File: src/rtl/lcb_distributor_n.sv
// N-channel arbiter sharing one ping-pong memory write/read port among lcbFull receivers.
// Busy-driven round-robin ownership, latency-aligned read-return routing, watchdog and drop counter.
module lcb_distributor_n #(
  parameter int CH      = 2,
  parameter int DW      = 12,
  parameter int AW      = 10,
  parameter int RD_LAT  = 2,
  parameter int MAX_OWN = 4096,
  parameter int CNTW    = 8
) (
  input  logic                 clk,
  input  logic                 reset,
  input  logic [CH-1:0]        busy,
  input  logic [CH*DW-1:0]     wrdOut,
  input  logic [CH*AW-1:0]     wrdAddr,
  input  logic [CH-1:0]        wren,
  input  logic [CH*AW-1:0]     oldWrdAddr,
  input  logic [CH-1:0]        oldRdEn,
  output logic [CH*DW-1:0]     oldWrd,
  output logic [DW-1:0]        commWrdOut,
  output logic [AW-1:0]        commWrdAddr,
  output logic                 commWren,
  output logic [AW-1:0]        commOldWrdAddr,
  output logic                 commOldRdEn,
  input  logic [DW-1:0]        commOldWrd,
  output logic [CH-1:0]        grant,
  output logic [CNTW-1:0]      drop_cnt,
  output logic                 wdog
);

  localparam int IW  = $clog2(CH);
  localparam int OCW = $clog2(MAX_OWN);
  localparam int DCW = $clog2(RD_LAT) + 1;

  typedef enum logic [1:0] {
    S_IDLE,
    S_OWN,
    S_DRAIN
  } state_t;

  state_t          state_q, state_d;
  logic [IW-1:0]   ptr_q, ptr_d;
  logic [OCW-1:0]  own_cnt_q, own_cnt_d;
  logic [DCW-1:0]  drain_cnt_q, drain_cnt_d;
  logic            wdog_q, wdog_d;
  logic [CNTW-1:0] drop_q, drop_d;
  logic            tag_vld_q [RD_LAT];
  logic            tag_vld_d [RD_LAT];
  logic [IW-1:0]   tag_idx_q [RD_LAT];
  logic [IW-1:0]   tag_idx_d [RD_LAT];

  logic            sel_found;
  logic [IW-1:0]   sel_idx;
  logic [IW-1:0]   cand_idx;
  logic            drop_hit;

  // While owning, ptr_q is the owner index; it stays put afterwards so the
  // next scan starts one past the previous owner.
  genvar gi;
  generate
    for (gi = 0; gi < CH; gi++) begin : g_grant
      assign grant[gi] = (state_q == S_OWN) && (ptr_q == IW'(gi));
    end
  endgenerate

  always_comb begin
    sel_found = 1'b0;
    sel_idx   = ptr_q;
    cand_idx  = ptr_q;
    for (int k = 1; k <= CH; k++) begin
      cand_idx = IW'((int'(ptr_q) + k) % CH);
      if (!sel_found && busy[cand_idx]) begin
        sel_found = 1'b1;
        sel_idx   = cand_idx;
      end
    end
  end

  always_comb begin
    commWrdOut     = '0;
    commWrdAddr    = '0;
    commWren       = 1'b0;
    commOldWrdAddr = '0;
    commOldRdEn    = 1'b0;
    if (state_q == S_OWN) begin
      commWrdOut     = wrdOut[int'(ptr_q)*DW +: DW];
      commWrdAddr    = wrdAddr[int'(ptr_q)*AW +: AW];
      commWren       = wren[ptr_q];
      commOldWrdAddr = oldWrdAddr[int'(ptr_q)*AW +: AW];
      commOldRdEn    = oldRdEn[ptr_q];
    end
  end

  always_comb begin
    state_d     = state_q;
    ptr_d       = ptr_q;
    own_cnt_d   = own_cnt_q;
    drain_cnt_d = drain_cnt_q;
    wdog_d      = 1'b0;
    unique case (state_q)
      S_IDLE: begin
        if (sel_found) begin
          state_d   = S_OWN;
          ptr_d     = sel_idx;
          own_cnt_d = '0;
        end
      end
      S_OWN: begin
        // A voluntary release takes precedence over the watchdog.
        if (!busy[ptr_q]) begin
          state_d     = S_DRAIN;
          drain_cnt_d = '0;
        end else if (own_cnt_q == OCW'(MAX_OWN - 1)) begin
          state_d     = S_DRAIN;
          drain_cnt_d = '0;
          wdog_d      = 1'b1;
        end else begin
          own_cnt_d = own_cnt_q + 1'b1;
        end
      end
      S_DRAIN: begin
        if (drain_cnt_q == DCW'(RD_LAT - 1)) begin
          state_d = S_IDLE;
        end else begin
          drain_cnt_d = drain_cnt_q + 1'b1;
        end
      end
      default: state_d = S_IDLE;
    endcase
  end

  assign drop_hit = |((wren | oldRdEn) & ~grant);

  always_comb begin
    drop_d = drop_q;
    if (drop_hit && (drop_q != {CNTW{1'b1}})) begin
      drop_d = drop_q + 1'b1;
    end
  end

  // Tag pipe follows each read through the memory latency so the return
  // lands on the channel that issued it, even after ownership has moved on.
  generate
    for (gi = 0; gi < RD_LAT; gi++) begin : g_tag
      if (gi == 0) begin : g_head
        assign tag_vld_d[gi] = commOldRdEn;
        assign tag_idx_d[gi] = ptr_q;
      end else begin : g_body
        assign tag_vld_d[gi] = tag_vld_q[gi-1];
        assign tag_idx_d[gi] = tag_idx_q[gi-1];
      end
    end
  endgenerate

  generate
    for (gi = 0; gi < CH; gi++) begin : g_ret
      assign oldWrd[gi*DW +: DW] =
        (tag_vld_q[RD_LAT-1] && (tag_idx_q[RD_LAT-1] == IW'(gi))) ? commOldWrd : '0;
    end
  endgenerate

  always_ff @(posedge clk or negedge reset) begin
    if (!reset) begin
      state_q     <= S_IDLE;
      ptr_q       <= IW'(CH - 1);
      own_cnt_q   <= '0;
      drain_cnt_q <= '0;
      wdog_q      <= 1'b0;
      drop_q      <= '0;
      for (int i = 0; i < RD_LAT; i++) begin
        tag_vld_q[i] <= 1'b0;
        tag_idx_q[i] <= '0;
      end
    end else begin
      state_q     <= state_d;
      ptr_q       <= ptr_d;
      own_cnt_q   <= own_cnt_d;
      drain_cnt_q <= drain_cnt_d;
      wdog_q      <= wdog_d;
      drop_q      <= drop_d;
      for (int i = 0; i < RD_LAT; i++) begin
        tag_vld_q[i] <= tag_vld_d[i];
        tag_idx_q[i] <= tag_idx_d[i];
      end
    end
  end

  assign wdog     = wdog_q;
  assign drop_cnt = drop_q;

endmodule

File: config.mk
export PLATFORM = sky130hd
export DESIGN_NAME = lcb_distributor_n
export DESIGN_NICKNAME = d
export VERILOG_FILES = /design/src/rtl/lcb_distributor_n.sv
export SDC_FILE = /design/constraint.sdc
export NUM_CORES = 1
export LEC_CHECK = 0
export BUFFER_PORTS_ARGS = -buffer_cell sky130_fd_sc_hd__clkbuf_2
export CORE_MARGIN = 8
export CORE_UTILIZATION = 42
export CTS_CLUSTER_SIZE = 12
export DETAILED_ROUTE_END_ITERATION = 12
export PLACE_DENSITY_LB_ADDON = 0.15
export SLEW_MARGIN = 40
export SYNTH_ARGS = -nofsm -noshare
export SYNTH_HDL_FRONTEND = slang
export SYNTH_SLANG_ARGS = --single-unit
File: constraint.sdc
create_clock -name clk -period 2.5 [get_ports clk]
set_input_delay 0.375 -clock clk [delete_from_list [all_inputs] [get_ports clk]]
set_output_delay 0.375 -clock clk [all_outputs]
set_load 0.005 [all_outputs]
; ---- Word level (Yosys, flattened, before mapping)
; Index checks and enable logic that the tools add are counted.
[word_totals]
mem_count = 0
rom_bits = 0
latchBits = 0
mem_bits_rw = 0
ff_bits = 30
elab_cells = 92
[classes]
mul = 2
addsub = 5
eq_ne = 11
div = 0
n_lt_le_gt_ge = 3
reduce_logical = 16
shifts = 3
bitwise_logic = 5
mux = 37
[op_table]
columns = cell, n
row1 = 12-bit two-way mux, 6
row2 = 20-bit by 32-bit indexed part select with 10-bit output, 1
row3 = 12-bit case mux with 2 select lines, 1
row4 = 24-bit by 6-bit indexed part select with 12-bit output, 1
row5 = 10-bit two-way mux, 2
row6 = 20-bit by 6-bit indexed part select with 10-bit output, 1
row7 = 1-bit two-way mux, 19
row8 = 2-bit two-way mux, 7
row9 = "12-bit by 1-bit adder with 12-bit output, second input constant", 1
row10 = "12-bit == test, second input constant", 1
row11 = 3-bit AND reduction, 3
row12 = "8-bit by 1-bit adder with 8-bit output, second input constant", 1
row13 = "2-bit != test, second input constant", 4
row14 = "8-bit != test, second input constant", 1
row15 = 1-bit logical AND, 6
row16 = "1-bit by 2-bit less-than comparator with 1-bit output, second input constant", 3
row17 = 2-bit case mux with 3 select lines, 1
row18 = 2-bit nonzero test, 3
row19 = "2-bit by 1-bit == test with 1-bit output, second input constant", 2
row20 = "1-bit by 3-bit multiplier with 4-bit output, second input constant", 1
row21 = 2-bit case mux with 2 select lines, 1
row22 = 4-bit AND reduction, 1
row23 = "1-bit by 2-bit multiplier with 3-bit output, second input constant", 1
row24 = "3-bit by 2-bit != test with 1-bit output, second input constant", 1
row25 = other kinds (11), 13

; ---- Logic depth before layout (Yosys ltp)
[depth]
word_depth = 9
ltp_mapped = 7
ltp_nobuf = 6

; ---- Worst setup path after synthesis
; Ideal clock, no wire load.
[synth_path]
path_kind = register to output
startpoint = reg ptr_q
endpoint = out commOldWrdAddr[3]
path_slack_ns = 0.597
path_stages_with_launch = 6
t_arrival_ns = 1.528
required_time_ns = 2.125
path_cell_list = dfstp_2 buf_2 buf_2 buf_1 mux2i_1 nor2_1
[synth_via]
elab_chain_len = 3
[synth_lines]
columns = item, line
row1 = from (decl), 42  ; logic [IW-1:0] ptr_q, ptr_d;
row2 = from (signal assigned), 165  ; ptr_q <= IW'(CH - 1);
row3 = from (signal assigned), 176  ; ptr_q <= ptr_d;
row4 = 1-bit by 3-bit multiplier with 4-bit output, 89  ; commOldWrdAddr = oldWrdAddr[int'(ptr_q)*AW +: AW];
row5 = 20-bit by 6-bit indexed part select with 10-bit output, 89
row6 = 10-bit two-way mux, 85  ; if (state_q == S_OWN) begin
row7 = to (decl), 23  ; output logic [AW-1:0] commOldWrdAddr,
; Every way passes these cells.

; ---- Worst setup path after layout
[layout_path]
startpoint = reg ptr_q
endpoint = out commOldRdEn
[layout_via]
elab_chain_len = 3
[layout_lines]
columns = item, line
row1 = 1-bit two-way mux (implied by the code) (2 in a row), 90  ; commOldRdEn = oldRdEn[ptr_q];
row2 = 1-bit two-way mux, 85
row3 = to (decl), 24  ; output logic commOldRdEn,
; Every way passes these cells. The select of a mux whose other input is x is not followed.

==> impl_metrics.py <==
metrics = {
    "setup_path": {
        "startpoint": "ptr_q",
        "endpoint_kind": "output port",
        "crit_type": "reg -> out",
        "critPathMaxFanout": 17,
        "startpoint_type": "register",
        "cp.required_ps": 2120,
        "r2r_setup_slack_ps": 560,
        "crit_arrival_ps": 1590,
        "r2r-start": "own_cnt_q[0]",
        "r2r_cells": 6,
        "worstReg2RegEnd": "own_cnt_q[8]",
    },
    "power": {
        "power_mw": 2.75,
        "powerDensity_mw_per_mm2": 896,
        "p_leak_nw": 1.78,
        "vdd_drop_max_mv": 0.396,
    },
    "yosys": {
        "syn_avg_cell_area_um2": 8.72,
        "synth_flop_cell": "dfrtp_1",
        "synth_cell_types": 47,
        "synth.top_cell.area_share": 0.335,
        "ys_seq_elements": 30,
        "yosys-top-cells-area": "dfrtp_1, mux2i_1, nor2_1",
        "yosysSeqAreaShare": 0.348,
        "async_flop_share": 1.00,
        "yosysTopAreaCell": "dfrtp_1",
        "syn_nets": 335,
        "syn_area_mm2": 0.00216,
        "synth_cells": 248,
        "ys_warn_count": 0,
        "synth_edf_count": 0,
    },
    "timing": {
        "fmax_ghz": 0.510,
        "finalCriticalPeriod_ps": 1960,
        "finalMaxSlewViolations": 0,
        "rsz0062_at_grt": "false",
        "relSlewSlack": 0.523,
        "clock_skew_ps": 6.96,
        "hold_viol_final": 0,
        "tightest_slew_ps": 716,
        "setup_viol": 0,
        "holdWs_ps": 137,
        "setup_tns_ps": 0,
        "period_share": 0.785,
    },
    "cts": {
        "post_cts_buffers": 0,
        "cts_buffer_depth": 2,
        "cts.sinks": 30,
        "cts_resized": 0,
        "htree_levels": 2,
        "cts_tree": "done",
        "insertion_delay_ps": 280,
        "cts_buffers": 5,
        "clkTransAtPathRegs_ps": 60,
        "cts_hold_buf": 0,
        "cts-root-buf": "clkbuf_8",
    },
    "global_route": {
        "grt_usage": 0.182,
        "grt_max_degree": 31,
        "grt_pass1_vias": 2419,
        "grt_overflow_total": 0,
        "grt_pass1_wl_um": 11000,
        "antenna_found_initial": 0,
    },
    "floorplan": {
        "die_x_um": 87.8,
        "ioPinCount": 153,
        "rows": 26,
        "start_util": 0.429,
        "die-area_mm2": 0.00770,
        "die_y_um": 87.8,
        "core_area_mm2": 0.00504,
    },
    "route": {
        "wl_um": 6900,
        "dr.pass1.iters": 4,
        "via_per_inst": 5.08,
        "drc": 0,
        "drt_iter0_markers": 128,
        "num_vias": 2378,
        "routedWlPerCell_um": 14.7,
        "antenna_left": 0,
    },
    "layout": {
        "layout.nets": 484,
        "seq_area_um2": 752,
        "drive_gt1_frac": 0.437,
        "nFillCells": 447,
        "area_growth_pct": 42.0,
        "antenna_cells": 0,
        "design_area_mm2": 0.00307,
        "multiInputGateArea_mm2": 0.00132,
        "layoutNonFillerInstCount": 468,
    },
    "worst_hold_path": {
        "hold_class": "in -> async",
    },
    "placement": {
        "dp_hpwl_um": 5790,
        "place_inst": 460,
        "io_buffers": 152,
        "place_area_mm2": 0.00298,
        "gp_congestion": 0.909,
    },
    "run_status": {
        "status": "completed",
    },
    "job": {
        "drv_cap": 0,
    },
}
[layout by cell type (no fill, tap or decap), types with 4 or more instances in the layout]
cell type,instances
nand3_1,5
nor3_1,8
nand4_1,5
nand2_1,13
xor2_1,7
and3_1,16
a31oi_1,4
inv_1,4
buf_4,5
clkbuf_8,6
clkbuf_2,152
mux2i_1,35
dfrtp_1,29
and2_1,15
nor2_1,43
[logic make-up (layout without fill, tap and decap cells)]
| family | after synthesis | in the layout | share of synthesized area |
|---|---|---|---|
| mux | 38 | 38 | 0.178 |
| fa+ha+maj | 3 | 3 | 0.0174 |
| compound gates | 29 | 29 | 0.104 |
| flops | 30 | 30 | 0.348 |
| buf+inv | 20 | 170 | 0.0405 |
| simple gates | 121 | 121 | 0.285 |
| xor+xnor | 7 | 7 | 0.0283 |
[stage by stage]
stage                      util  setup WS [ps]
after floorplan               -            597
after CTS                 0.609            499
after detailed placement  0.591            564
final                     0.609            538
after global placement    0.591            629
after global routing      0.609            349
[Yosys cell counts (2+ instances only)]
master / number
o21ai_0: 3
dfrtp_1: 29
inv_1: 4
and3_1: 16
o21ai_1: 3
nor3_1: 8
clkbuf_1: 9
nand4_1: 5
o211ai_1: 3
buf_2: 4
nor4_1: 3
mux2_2: 3
or3b_2: 2
and2_1: 15
a31oi_1: 4
and4_1: 2
nand2_1: 13
xor2_1: 7
nor2b_1: 2
nor2_1: 43
ha_1: 3
or3_1: 2
a211o_1: 2
o22a_1: 2
nand3_1: 5
mux2i_1: 35
[registers in the layout, summed over array words and instances (netlist names), 2 cells and up]
signal / cells
own_cnt_q: 12
drop_cnt: 8
drain_cnt_q: 2
state_q: 2
[layout make-up]
cell class	count	area share
inverter	5	0.00611
timing repair buffer	157	0.260
tap	70	0.0285
clock inverter	1	0.00163
multi-input combinational	198	0.431
clock buffer	7	0.0281
sequential	30	0.245
[worst max path at each step]
stage / endpoint / slack, ps / depth (start not counted)
floorplan: commOldWrdAddr[3] / 600 / 5
global placement: own_cnt_q[8] / 630 / 6
detailed placement: own_cnt_q[8] / 560 / 6
CTS: oldWrd[0] / 500 / 3
global route: oldWrd[2] / 350 / 3
finish: commOldRdEn / 540 / 4
[per-layer routing]
metal | share of wire | track usage | up-vias
li1 | - | - | 1185
met1 | 0.38 | 0.180 | 1049
met2 | 0.46 | 0.313 | 132
met3 | 0.15 | 0.0966 | 12
met4 | 0.020 | 0.0688 | 0
met5 | 0 | 0 | -
[worst max-delay path, cell delays in order, from the launching register on]
cell	delay [ps]
dfstp_2	560
buf_4	280
mux2i_1	110
nor2_1	200
clkbuf_2	160
[report_power, final]
| part | internal (mW) | switching [mW] |
|---|---|---|
| Combinational | 0.743 | 0.809 |
| Sequential | 0.638 | 0.171 |
| Clock | 0.221 | 0.170 |
| Total | 1.60 | 1.15 |
No activity file was read; power rests on OpenSTA's default activity.
